**config.mk**
```make
export PLATFORM = sky130hd
export DESIGN_NAME = arty_io_conditioner_flat
export DESIGN_NICKNAME = d
export VERILOG_FILES = /design/src/rtl/arty_io_conditioner_if.sv /design/src/rtl/arty_io_conditioner.sv /design/src/flat_wrapper.sv
export SDC_FILE = /design/constraint.sdc
export NUM_CORES = 1
export LEC_CHECK = 0
export BUFFER_PORTS_ARGS = -buffer_cell sky130_fd_sc_hd__buf_2
export CAP_MARGIN = 20
export CORE_MARGIN = 2
export CORE_UTILIZATION = 30
export DETAILED_ROUTE_END_ITERATION = 10
export SLEW_MARGIN = 20
export SYNTH_ARGS = -nofsm -noshare
export SYNTH_HDL_FRONTEND = slang
export SYNTH_SLANG_ARGS = --single-unit
```
**constraint.sdc**
```tcl
create_clock -name clk -period 2.05 [get_ports clk]
set_input_delay 0.205 -clock clk [delete_from_list [all_inputs] [get_ports clk]]
set_output_delay 0.205 -clock clk [all_outputs]
set_load 0.005 [all_outputs]
```
**src/rtl/arty_io_conditioner_if.sv**
```systemverilog
// Pin-side bundle between the Arty S7 board pins and the I/O conditioner.
// The board/bench side uses master; the conditioner uses slave.
interface arty_io_conditioner_if #(
    parameter int NUM_LEDS = 4
);
    logic                btn_n_raw;
    logic                rxd_raw;
    logic                core_txd;
    logic [NUM_LEDS-1:0] core_status;
    logic                led_mode;
    logic                rxd_sync;
    logic                txd;
    logic                core_reset;
    logic [NUM_LEDS-1:0] led;

    modport master (
        output btn_n_raw, rxd_raw, core_txd, core_status, led_mode,
        input  rxd_sync, txd, core_reset, led
    );

    modport slave (
        input  btn_n_raw, rxd_raw, core_txd, core_status, led_mode,
        output rxd_sync, txd, core_reset, led
    );
endinterface

```
**src/rtl/arty_io_conditioner.sv**
```systemverilog
// Board-level I/O conditioning for top_md5: pin synchronisers, button debounce,
// stretched core reset, registered TX and a mode-selectable LED bank.
module arty_io_conditioner #(
    parameter int CLK_FREQUENCY      = 100_000_000,
    parameter int HEARTBEAT_HZ       = 1,
    parameter int NUM_LEDS           = 4,
    parameter int SYNC_STAGES        = 2,
    parameter int DEBOUNCE_CYCLES    = 1_000_000,
    parameter int RST_HOLD_CYCLES    = 16,
    parameter int ACT_STRETCH_CYCLES = 5_000_000
) (
    input  logic                  clk,
    input  logic                  reset,
    arty_io_conditioner_if.slave  io
);
    localparam int HB_HALF = CLK_FREQUENCY / (2 * HEARTBEAT_HZ);
    localparam int HB_W    = (HB_HALF > 1) ? $clog2(HB_HALF) : 1;
    localparam int DB_W    = (DEBOUNCE_CYCLES > 1) ? $clog2(DEBOUNCE_CYCLES) : 1;
    localparam int HOLD_W  = $clog2(RST_HOLD_CYCLES + 1);
    localparam int ACT_W   = $clog2(ACT_STRETCH_CYCLES + 1);

    localparam logic [HB_W-1:0]   HB_LAST = HB_W'(HB_HALF - 1);
    localparam logic [DB_W-1:0]   DB_LAST = DB_W'(DEBOUNCE_CYCLES - 1);
    localparam logic [HOLD_W-1:0] HOLD_LD = HOLD_W'(RST_HOLD_CYCLES);
    localparam logic [ACT_W-1:0]  ACT_LD  = ACT_W'(ACT_STRETCH_CYCLES);

    logic [SYNC_STAGES-1:0] btn_sync;
    logic [SYNC_STAGES-1:0] rx_sync;
    logic                   pressed;
    logic                   btn_db;
    logic [DB_W-1:0]        db_cnt;
    logic [HOLD_W-1:0]      hold_cnt;
    logic                   core_rst_q;
    logic                   txd_q;
    logic                   rx_prev;
    logic                   tx_prev;
    logic                   rx_fall;
    logic                   tx_fall;
    logic [ACT_W-1:0]       rx_cnt;
    logic [ACT_W-1:0]       tx_cnt;
    logic [HB_W-1:0]        hb_cnt;
    logic                   hb;
    logic [NUM_LEDS-1:0]    diag;
    logic [NUM_LEDS-1:0]    led_q;

    // Idle-high reset of every stage keeps the released pins from looking like edges.
    always_ff @(posedge clk) begin
        if (reset) begin
            btn_sync <= '1;
            rx_sync  <= '1;
        end else begin
            btn_sync <= {btn_sync[SYNC_STAGES-2:0], io.btn_n_raw};
            rx_sync  <= {rx_sync[SYNC_STAGES-2:0], io.rxd_raw};
        end
    end

    assign pressed = ~btn_sync[SYNC_STAGES-1];

    always_ff @(posedge clk) begin
        if (reset) begin
            btn_db <= 1'b0;
            db_cnt <= '0;
        end else if (pressed == btn_db) begin
            db_cnt <= '0;
        end else if (db_cnt == DB_LAST) begin
            btn_db <= pressed;
            db_cnt <= '0;
        end else begin
            db_cnt <= db_cnt + DB_W'(1);
        end
    end

    always_ff @(posedge clk) begin
        if (reset) begin
            hold_cnt   <= HOLD_LD;
            core_rst_q <= 1'b1;
            txd_q      <= 1'b1;
        end else begin
            if (btn_db)
                hold_cnt <= HOLD_LD;
            else if (hold_cnt != '0)
                hold_cnt <= hold_cnt - HOLD_W'(1);
            core_rst_q <= (hold_cnt != '0);
            txd_q      <= io.core_txd;
        end
    end

    assign rx_fall = rx_prev & ~rx_sync[SYNC_STAGES-1];
    assign tx_fall = tx_prev & ~txd_q;

    // Stretchers and heartbeat ignore core_reset so the LEDs stay live during a hold.
    always_ff @(posedge clk) begin
        if (reset) begin
            rx_prev <= 1'b1;
            tx_prev <= 1'b1;
            rx_cnt  <= '0;
            tx_cnt  <= '0;
            hb_cnt  <= '0;
            hb      <= 1'b0;
        end else begin
            rx_prev <= rx_sync[SYNC_STAGES-1];
            tx_prev <= txd_q;
            if (rx_fall)
                rx_cnt <= ACT_LD;
            else if (rx_cnt != '0)
                rx_cnt <= rx_cnt - ACT_W'(1);
            if (tx_fall)
                tx_cnt <= ACT_LD;
            else if (tx_cnt != '0)
                tx_cnt <= tx_cnt - ACT_W'(1);
            if (hb_cnt == HB_LAST) begin
                hb_cnt <= '0;
                hb     <= ~hb;
            end else begin
                hb_cnt <= hb_cnt + HB_W'(1);
            end
        end
    end

    always_comb begin
        diag    = io.core_status;
        diag[0] = hb;
        diag[1] = (rx_cnt != '0);
        diag[2] = (tx_cnt != '0);
    end

    always_ff @(posedge clk) begin
        if (reset)
            led_q <= '0;
        else
            led_q <= io.led_mode ? io.core_status : diag;
    end

    assign io.rxd_sync   = rx_sync[SYNC_STAGES-1];
    assign io.txd        = txd_q;
    assign io.core_reset = core_rst_q;
    assign io.led        = led_q;
endmodule

```
**src/flat_wrapper.sv**
```systemverilog
// flat-port wrapper written by rule: the top's interface ports become plain ports
module arty_io_conditioner_flat 
#(
    parameter int CLK_FREQUENCY      = 100_000_000,
    parameter int HEARTBEAT_HZ       = 1,
    parameter int NUM_LEDS           = 4,
    parameter int SYNC_STAGES        = 2,
    parameter int DEBOUNCE_CYCLES    = 1_000_000,
    parameter int RST_HOLD_CYCLES    = 16,
    parameter int ACT_STRETCH_CYCLES = 5_000_000
)
  (clk, reset, io_btn_n_raw, io_rxd_raw, io_core_txd, io_core_status, io_led_mode, io_rxd_sync, io_txd, io_core_reset, io_led);
  arty_io_conditioner_if #(.NUM_LEDS(NUM_LEDS)) io_i ();
  input  logic clk;
  input  logic reset;
  input wire logic [$bits(io_i.btn_n_raw)-1:0] io_btn_n_raw;
  input wire logic [$bits(io_i.rxd_raw)-1:0] io_rxd_raw;
  input wire logic [$bits(io_i.core_txd)-1:0] io_core_txd;
  input wire logic [$bits(io_i.core_status)-1:0] io_core_status;
  input wire logic [$bits(io_i.led_mode)-1:0] io_led_mode;
  output wire logic [$bits(io_i.rxd_sync)-1:0] io_rxd_sync;
  output wire logic [$bits(io_i.txd)-1:0] io_txd;
  output wire logic [$bits(io_i.core_reset)-1:0] io_core_reset;
  output wire logic [$bits(io_i.led)-1:0] io_led;
  assign io_i.btn_n_raw = io_btn_n_raw;
  assign io_i.rxd_raw = io_rxd_raw;
  assign io_i.core_txd = io_core_txd;
  assign io_i.core_status = io_core_status;
  assign io_i.led_mode = io_led_mode;
  assign io_rxd_sync = io_i.rxd_sync;
  assign io_txd = io_i.txd;
  assign io_core_reset = io_i.core_reset;
  assign io_led = io_i.led;
  arty_io_conditioner #(.CLK_FREQUENCY(CLK_FREQUENCY), .HEARTBEAT_HZ(HEARTBEAT_HZ), .NUM_LEDS(NUM_LEDS), .SYNC_STAGES(SYNC_STAGES), .DEBOUNCE_CYCLES(DEBOUNCE_CYCLES), .RST_HOLD_CYCLES(RST_HOLD_CYCLES), .ACT_STRETCH_CYCLES(ACT_STRETCH_CYCLES)) u_core (.clk(clk), .reset(reset), .io(io_i));
endmodule
```
* Yosys cells after proc, flatten, opt, wreduce, memory -nomap -nowiden *
Cells that the tools add are included.
W data, S select, Z words.

word-level totals
  logic and storage cells = 47
  bits of input ports = 10
  register bits = 111

operators by class
  bitwise gates (word level) = 7
  $add $sub $neg = 5
  reductions and logical operators = 11
  equal/unequal tests = 3
  muxes and demuxes = 5

operators with widths
  cell                     number
  $mux W23                 4
  $reduce_bool A23 Y1      2
  $sub A23 B1 Y23 const B  2
  $add A26 B1 Y26 const B  1
  $eq A26 B26 Y1 const B   1
  $add A20 B1 Y20 const B  1
  $eq A20 B20 Y1 const B   1
  $reduce_or A2 Y1         4
  $not A1 Y1               5
  $reduce_bool A5 Y1       1
  $sub A5 B1 Y5 const B    1
  $reduce_bool A2 Y1       2
  $mux W3                  1
  $reduce_or A3 Y1         1
  $and A1 B1 Y1            2
  $reduce_and A2 Y1        1
  $eq A1 B1 Y1             1

* Logic depth before layout (Yosys ltp) *
Gate-level depths: netlist of the first run.

  word-level depth = 4
  mapped depth = 8

* Worst setup path after synthesis of the first run *
No wires, ideal clock.

  kind = flip-flop to flip-flop
  start = reg u_core.tx_cnt[12]
  end = reg u_core.tx_cnt[19]
  required time = 1.928 ns
  path slack = -0.010 ns
  period minus slack after synthesis = 2.060 ns
  stages on the path, launching flop included = 5
  library setup time = 0.122 ns
  buffers on the path = 0
  arrival time = 1.938 ns
  cell sequence = dfxtp_1 or4_4 or3_4 or3_1 o311a_1

between the ends
  longest elaborated chain between the ends = 3
  elaborated cells between the ends (all ways) = 5

RTL lines
  what                    RTL line                    RTL
  from (decl)             arty_io_conditioner.sv:40   logic [ACT_W-1:0] tx_cnt;
  from (signal assigned)  arty_io_conditioner.sv:110  tx_cnt <= tx_cnt - ACT_W'(1);
  $sub A23 B1 Y23         arty_io_conditioner.sv:110
  $mux W23                arty_io_conditioner.sv:109  else if (tx_cnt != '0)
  $mux W23                arty_io_conditioner.sv:107  if (tx_fall)

Several ways; a longest one is shown, not always the timed one. The select of a mux whose other input is x is not followed.
A chain may end at the register's enable or synchronous reset.

* Worst setup path in the final report of the first run *
  start = reg u_core.rx_cnt[8]
  end = reg u_core.rx_cnt[15]

between the ends
  longest elaborated chain between the ends = 1
  elaborated cells between the ends (all ways) = 2

RTL lines
  what                                                           RTL line                                                RTL
  from (decl)                                                    arty_io_conditioner.sv:39                               logic [ACT_W-1:0] rx_cnt;
  from (signal assigned)                                         arty_io_conditioner.sv:106                              rx_cnt <= rx_cnt - ACT_W'(1);
  $sub A23 B1 Y23 / $reduce_bool A23 Y1 (equally long branches)  arty_io_conditioner.sv:106, arty_io_conditioner.sv:105

Several ways; a longest one is shown, not always the timed one.

==> metrics.yaml, run 1 <==
outcome: "completed"
power_frac_seq_pct: 34.8
port_buffers: 16
maxCapViolations: 0
avgSynthCellArea_um2: 8.907
synth_compound_area_share_pct: 8.903
groute.usage.overall_pct: 12.31
critPathRequiredTime_ns: 2.27
clock_power_share_pct: 24.0
antenna_found_initial: 0
end_kind: "flip-flop"
drtIter0Drc: 378
synth-simple-area-share_pct: 26.91
p_total_uw: 8508
seq_area_um2: 2225
synth_seq_cells: 111
hpwl_um: 7259
yosysMostFrequentCell: "dfxtp_1"
gp_congestion: 0.8258
area_delta_synth_final_pct: 19.92
n_fill_cell: 1697
synth_top_family_by_area: "simple AND/OR/NAND/NOR gates"
ys_warn_count: 0
antenna_cells: 0
maxSlewViolCount: 0
pin_count: 17
ctsHoldBuffers: 0
critPathTopFamily: "simple AND/OR/NAND/NOR gates"
cp_cell_sequence: "or4_4 > or3_4 > a2111oi_4 > xnor2_1 > nor2_1"
mappedNetlistNets: 574
power_density_nw_per_um2: 1430
rsz0062_at_grt: "true"
vias: 4029
comb_power_share_pct: 41.2
detail_route.wl_per_cell_um: 12.95
yosys_most_used_dff: "dfxtp_1"
core_area_um2: 16350
fp.dieW_um: 132.6
min_period_over_period_pct: 97.85
wirelength_um: 10660
netlist_area_um2: 4961
synthTopCellsByArea: "dfxtp_1 45%, xnor2_1 9.0%, nor2_1 7.5%"
finalSetupViolations: 0
clk_path_buf_depth: 2
peakVddDrop_v: 0.0006006
hold_viol: 0
synthArstFlopShare_pct: 0
h-tree-depth: 3
synthXorXnorAreaFrac_pct: 13.77
leakage_uw: 0.002069
synth_top_cell_by_area: "dfxtp_1"
fmax_ghz: 0.4985
final_util_pct: 36.39
synth-edff-count: 0
slew_headroom_pct: 57.16
finClkSkew_ns: 0.005776
netlist.area_leader.share_pct: 44.79
fp.dieH_um: 132.6
critPathBufInv: 0
viasPerCell: 4.896
grt_pass1_vias: 3854
num_rows: 47
yosysSeqAreaShare_pct: 44.79
drtAntennaViolNets: 0
root_buffer: "clkbuf_16"
netlist_instances: 557
multi_input_area_um2: 2703
numCtsBuffers: 9
period_needed_ns: 2.006
firstDrtPassIters: 4
synth_common_cells: "111 x dfxtp_1, 99 x nor2_1, 51 x xnor2_1, 27 x xor2_1, 24 x a21oi_1"
crit_path_start_kind: "flip-flop"
crit_fanout: 6
synth_adder_area_share_pct: 1.765
nNetsFinal: 615
grt_max_degree: 26
cpMaxStageDelayCell: "or4_4"
clk_pin_slew_worst_paths_ns: 0.07
worstSetupPathType: "flip-flop to flip-flop"
drc: 0
tightestPinTransition_ns: 0.6426
p_sw_uw: 3097
final_layout_size_suffix_gt1_share_pct: 17.25
intPower_uw: 5411
crit_arrival_ns: 2.23
holdWs_ns: 0.03163
netSwitchingFraction_pct: 36.40
clock_latency_ns: 0.36
grt_overflow: 0
synth.mux.area_fraction_pct: 0.8323
cts_tree: "done"
cts_sinks: 111
hold_class: "input port to flip-flop"
die-area_um2: 17580
slowest_delay_ns: 0.58
synth.distinct_cells: 51
start_util_pct: 30.35
grt_pass1_wl_um: 17970
==> metal layers <==
metal	track usage [%]	part of all wire, %	up-vias
met5	0	0	-
met4	6.332	2.1	0
met1	15.63	47	1939
met2	20.06	48	51
li1	-	-	2026
met3	2.146	2.6	13
==> state kept, by name, summed over array words and instances, names as in the netlist <==
name                  count
u_core.io.txd             1
u_core.hold_cnt           5
u_core.rx_sync            2
u_core.io.core_reset      1
u_core.btn_sync           2
u_core.db_cnt            20
u_core.rx_cnt            23
u_core.rx_prev            1
u_core.hb_cnt            26
u_core.tx_prev            1
u_core.tx_cnt            23
u_core.btn_db             1
u_core.hb                 1
u_core.io.led             4
==> power groups by stage <==
stage	Sequential (µW)	Combinational [µW]	Clock [µW]
after floorplan	2900	2250	0
after global placement	2920	3080	0
after detailed placement	2950	3170	0
after CTS	2910	3270	2090
after global routing	3010	3850	2200
final	2960	3500	2040
==> repair_timing <==
item,CTS,global route
resized for setup,4,20
setup buffers,1,0
endpoints found under the hold margin,0,0
setup endpoints to repair,2,43
pin swaps,5,5
==> metrics by stage <==
step	cells	TNS (ns)	area [µm²]	worst slack (ns)
6_report	823	0	5949	0.04405
5_1_grt	823	-0.04551	5949	-0.02336
4_1_cts	823	0	5854	0.01316
3_5_place_dp	806	-0.1036	5472	-0.05883
3_3_place_gp	806	0	5472	0.002556
2_1_floorplan	557	0	4961	0.02879
==> final cells by class <==
cell class	count	share of cell area, %
clock inverters	6	1.935
inverters	16	1.009
flip-flops and latches	111	37.39
well taps	220	4.627
repair buffers	48	5.594
clock buffers	10	4.017
multi-input cells	412	45.43
==> path summary, 6_finish.rpt <==
path,startpoint,depth (start not counted),slack (ns),to
worst max-delay path,u_core.rx_cnt[8],5,0.04,u_core.rx_cnt[15]
worst min-delay path,io_btn_n_raw,2,0.03,u_core.btn_sync[0]
worst max register to register,u_core.rx_cnt[8],5,0.04,u_core.rx_cnt[15]
worst min register to register,u_core.btn_sync[0],1,0.41,u_core.btn_sync[1]
==> layout by cell type (no fill, tap or decap), types with 11 or more instances in the layout <==
| cell | n |
|---|---|
| xor2_1 | 27 |
| a21oi_1 | 23 |
| nand4_1 | 12 |
| buf_2 | 16 |
| inv_1 | 16 |
| nand3_1 | 15 |
| buf_4 | 31 |
| nand2_1 | 22 |
| xnor2_1 | 51 |
| nor2_1 | 98 |
| or2_2 | 11 |
| dfxtp_1 | 109 |
| nor3_1 | 19 |
==> cells by family after synthesis <==
kind of cell,count (synthesis)
AOI/OAI and AO/OA,66
DFF,111
buffers and inverters,34
muxes,4
xor gates and xnor gates,78
adders and majority gates,7
and+or+nand+nor,257
(Power assumes the default switching activity.)
==> run 2: changes to the inputs <==
--- a/config.mk
+++ b/config.mk
@@ -10,6 +10,7 @@
 export CORE_MARGIN = 2
 export CORE_UTILIZATION = 30
 export DETAILED_ROUTE_END_ITERATION = 10
+export PLACE_DENSITY = 0.45
 export SLEW_MARGIN = 20
 export SYNTH_ARGS = -nofsm -noshare
 export SYNTH_HDL_FRONTEND = slang
==> run 2 against run 1 <==
  * Via count increased by 0.27%
  * Worst setup slack worse by 0.0084 ns
  * Utilization increased by 0.29 points
  * Sequential share of layout area fell by 0.25 points
  * Critical path depth rose by 1
==> metrics.yaml, run 2 (synthesized netlist as in run 1, its figures left out) <==
hold_class: "input port to flip-flop"
dp_slack_ns: -0.02945
final_common_cell: "dfxtp_1"
grt_pass1_wl_um: 18010
viasPerCell: 4.815
numCtsBuffers: 9
nNetsFinal: 631
p_total_uw: 8400
ctsHoldBuffers: 0
final_layout_size_suffix_gt1_share_pct: 18.58
tightestPinTransition_ns: 0.6906
regMostFlops: "u_core.hb_cnt"
pin_count: 17
crit_fanout: 6
port_buffers: 16
period_needed_ns: 2.014
p_sw_uw: 3139
cts_tree: "done"
grt_max_degree: 26
peakVddDrop_v: 0.0006180
grt_pass1_vias: 3985
hpwl_um: 7339
end_kind: "flip-flop"
netSwitchingFraction_pct: 37.37
hold_viol: 0
firstDrtPassIters: 4
intPower_uw: 5261
die-area_um2: 17580
crit_arrival_ns: 2.26
drtAntennaViolNets: 0
power_density_nw_per_um2: 1401
wirelength_um: 10540
clk_path_buf_depth: 2
comb_power_share_pct: 44.2
finClkSkew_ns: 0.01128
reg_top3: "u_core.hb_cnt (26), u_core.rx_cnt (23), u_core.tx_cnt (23)"
grt_use_met2_pct: 20.87
critPathRequiredTime_ns: 2.30
fin_area_um2: 5997
detail_route.wl_per_cell_um: 12.56
drtIter0Drc: 142
power_frac_seq_pct: 34.8
finalSetupViolations: 0
leakage_uw: 0.002123
maxCapViolations: 0
fp.dieW_um: 132.6
antenna_cells: 0
groute.usage.overall_pct: 12.36
rsz0062_at_grt: "true"
core_area_um2: 16350
fp.dieH_um: 132.6
area_delta_synth_final_pct: 20.88
cts_sinks: 111
clock_latency_ns: 0.35
outcome: "completed"
drc: 0
worstSetupPathType: "flip-flop to flip-flop"
vias: 4040
slew_headroom_pct: 53.96
top_usage_layer: "met2"
grt.met3_usage_pct: 3.103
fmax_ghz: 0.4964
start_util_pct: 30.35
min_period_over_period_pct: 98.26
n_fill_cell: 1721
fin_ws_ns: 0.03560
clock_power_share_pct: 21.0
worst-r2r-setup-slack_ns: 0.04
crit_path_start_kind: "flip-flop"
root_buffer: "clkbuf_16"
num_rows: 47
grt_overflow: 0
maxSlewViolCount: 0
h-tree-depth: 3
dpl_cell_area_um2: 5589
gp_congestion: 0.7925
largest_reg_flops: 26
antenna_found_initial: 0
clk_pin_slew_worst_paths_ns: 0.08
final_cell_mix: "107 x dfxtp_1, 99 x nor2_1, 51 x xnor2_1"
met1_usage_pct: 15.21
==> run 2: per-layer routing <==
metal,routed length [µm],vias to the layer above
met2,4947,40
met5,0,-
li1,-,2069
met3,266,13
met1,5135,1918
met4,189,0
==> run 2: critical path, stage by stage (launching register included) <==
cell      delay, ns
dfxtp_2        0.32
or3_4          0.39
nor4_4         0.23
o211ai_1       0.13
buf_4          0.18
or3_4          0.37
o311a_1        0.28
==> run 2: power by group through the flow <==
stage          registers, µW  logic, µW  clock network, µW
3_3_place_gp            2930       3370                  0
6_report                2920       3710               1770
5_1_grt                 2970       4110               1910
4_1_cts                 2890       3480               1840
3_5_place_dp            2940       3430                  0
2_1_floorplan           2900       2250                  0
==> run 2: layout make-up <==
| type | instances | area, µm² | share of cell area [%] |
|---|---|---|---|
| flip-flops and latches | 111 | 2227 | 37.14 |
| repair buffers | 64 | 465.4 | 7.761 |
| clock inverters | 5 | 46.29 | 0.7720 |
| multi-input cells | 412 | 2670 | 44.52 |
| clock buffers | 11 | 252.7 | 4.214 |
| inverters | 16 | 60.06 | 1.001 |
| well taps | 220 | 275.3 | 4.590 |
==> run 2: path summary, 6_finish.rpt <==
path                                          from            endpoint  depth (start not counted)
worst min-delay path                  io_btn_n_raw  u_core.btn_sync[0]                          2
worst max register to register    u_core.tx_cnt[5]   u_core.tx_cnt[19]                          6
worst min register to register  u_core.btn_sync[0]  u_core.btn_sync[1]                          1
worst max-delay path              u_core.tx_cnt[5]   u_core.tx_cnt[19]                          6
==> run 2: stage by stage <==
step / setup TNS, ns / instances / hold WS (ns) / utilization, %
after floorplan: 0 / 557 / 0.3088 / -
after global placement: 0 / 820 / 0.3881 / 34.19
after detailed placement: -0.03405 / 820 / 0.3921 / 34.19
after CTS: 0 / 836 / 0.01336 / 36.09
after global routing: -0.02405 / 839 / 0.01448 / 36.68
final: 0 / 839 / 0.02807 / 36.68
==> run 2: what timing repair did <==
item	4_1_cts	5_1_grt
setup endpoints to repair	3	16
pin swaps	0	7
cloned	0	0
setup buffers	0	3
hold endpoints to repair	0	0
gates resized for setup	2	16
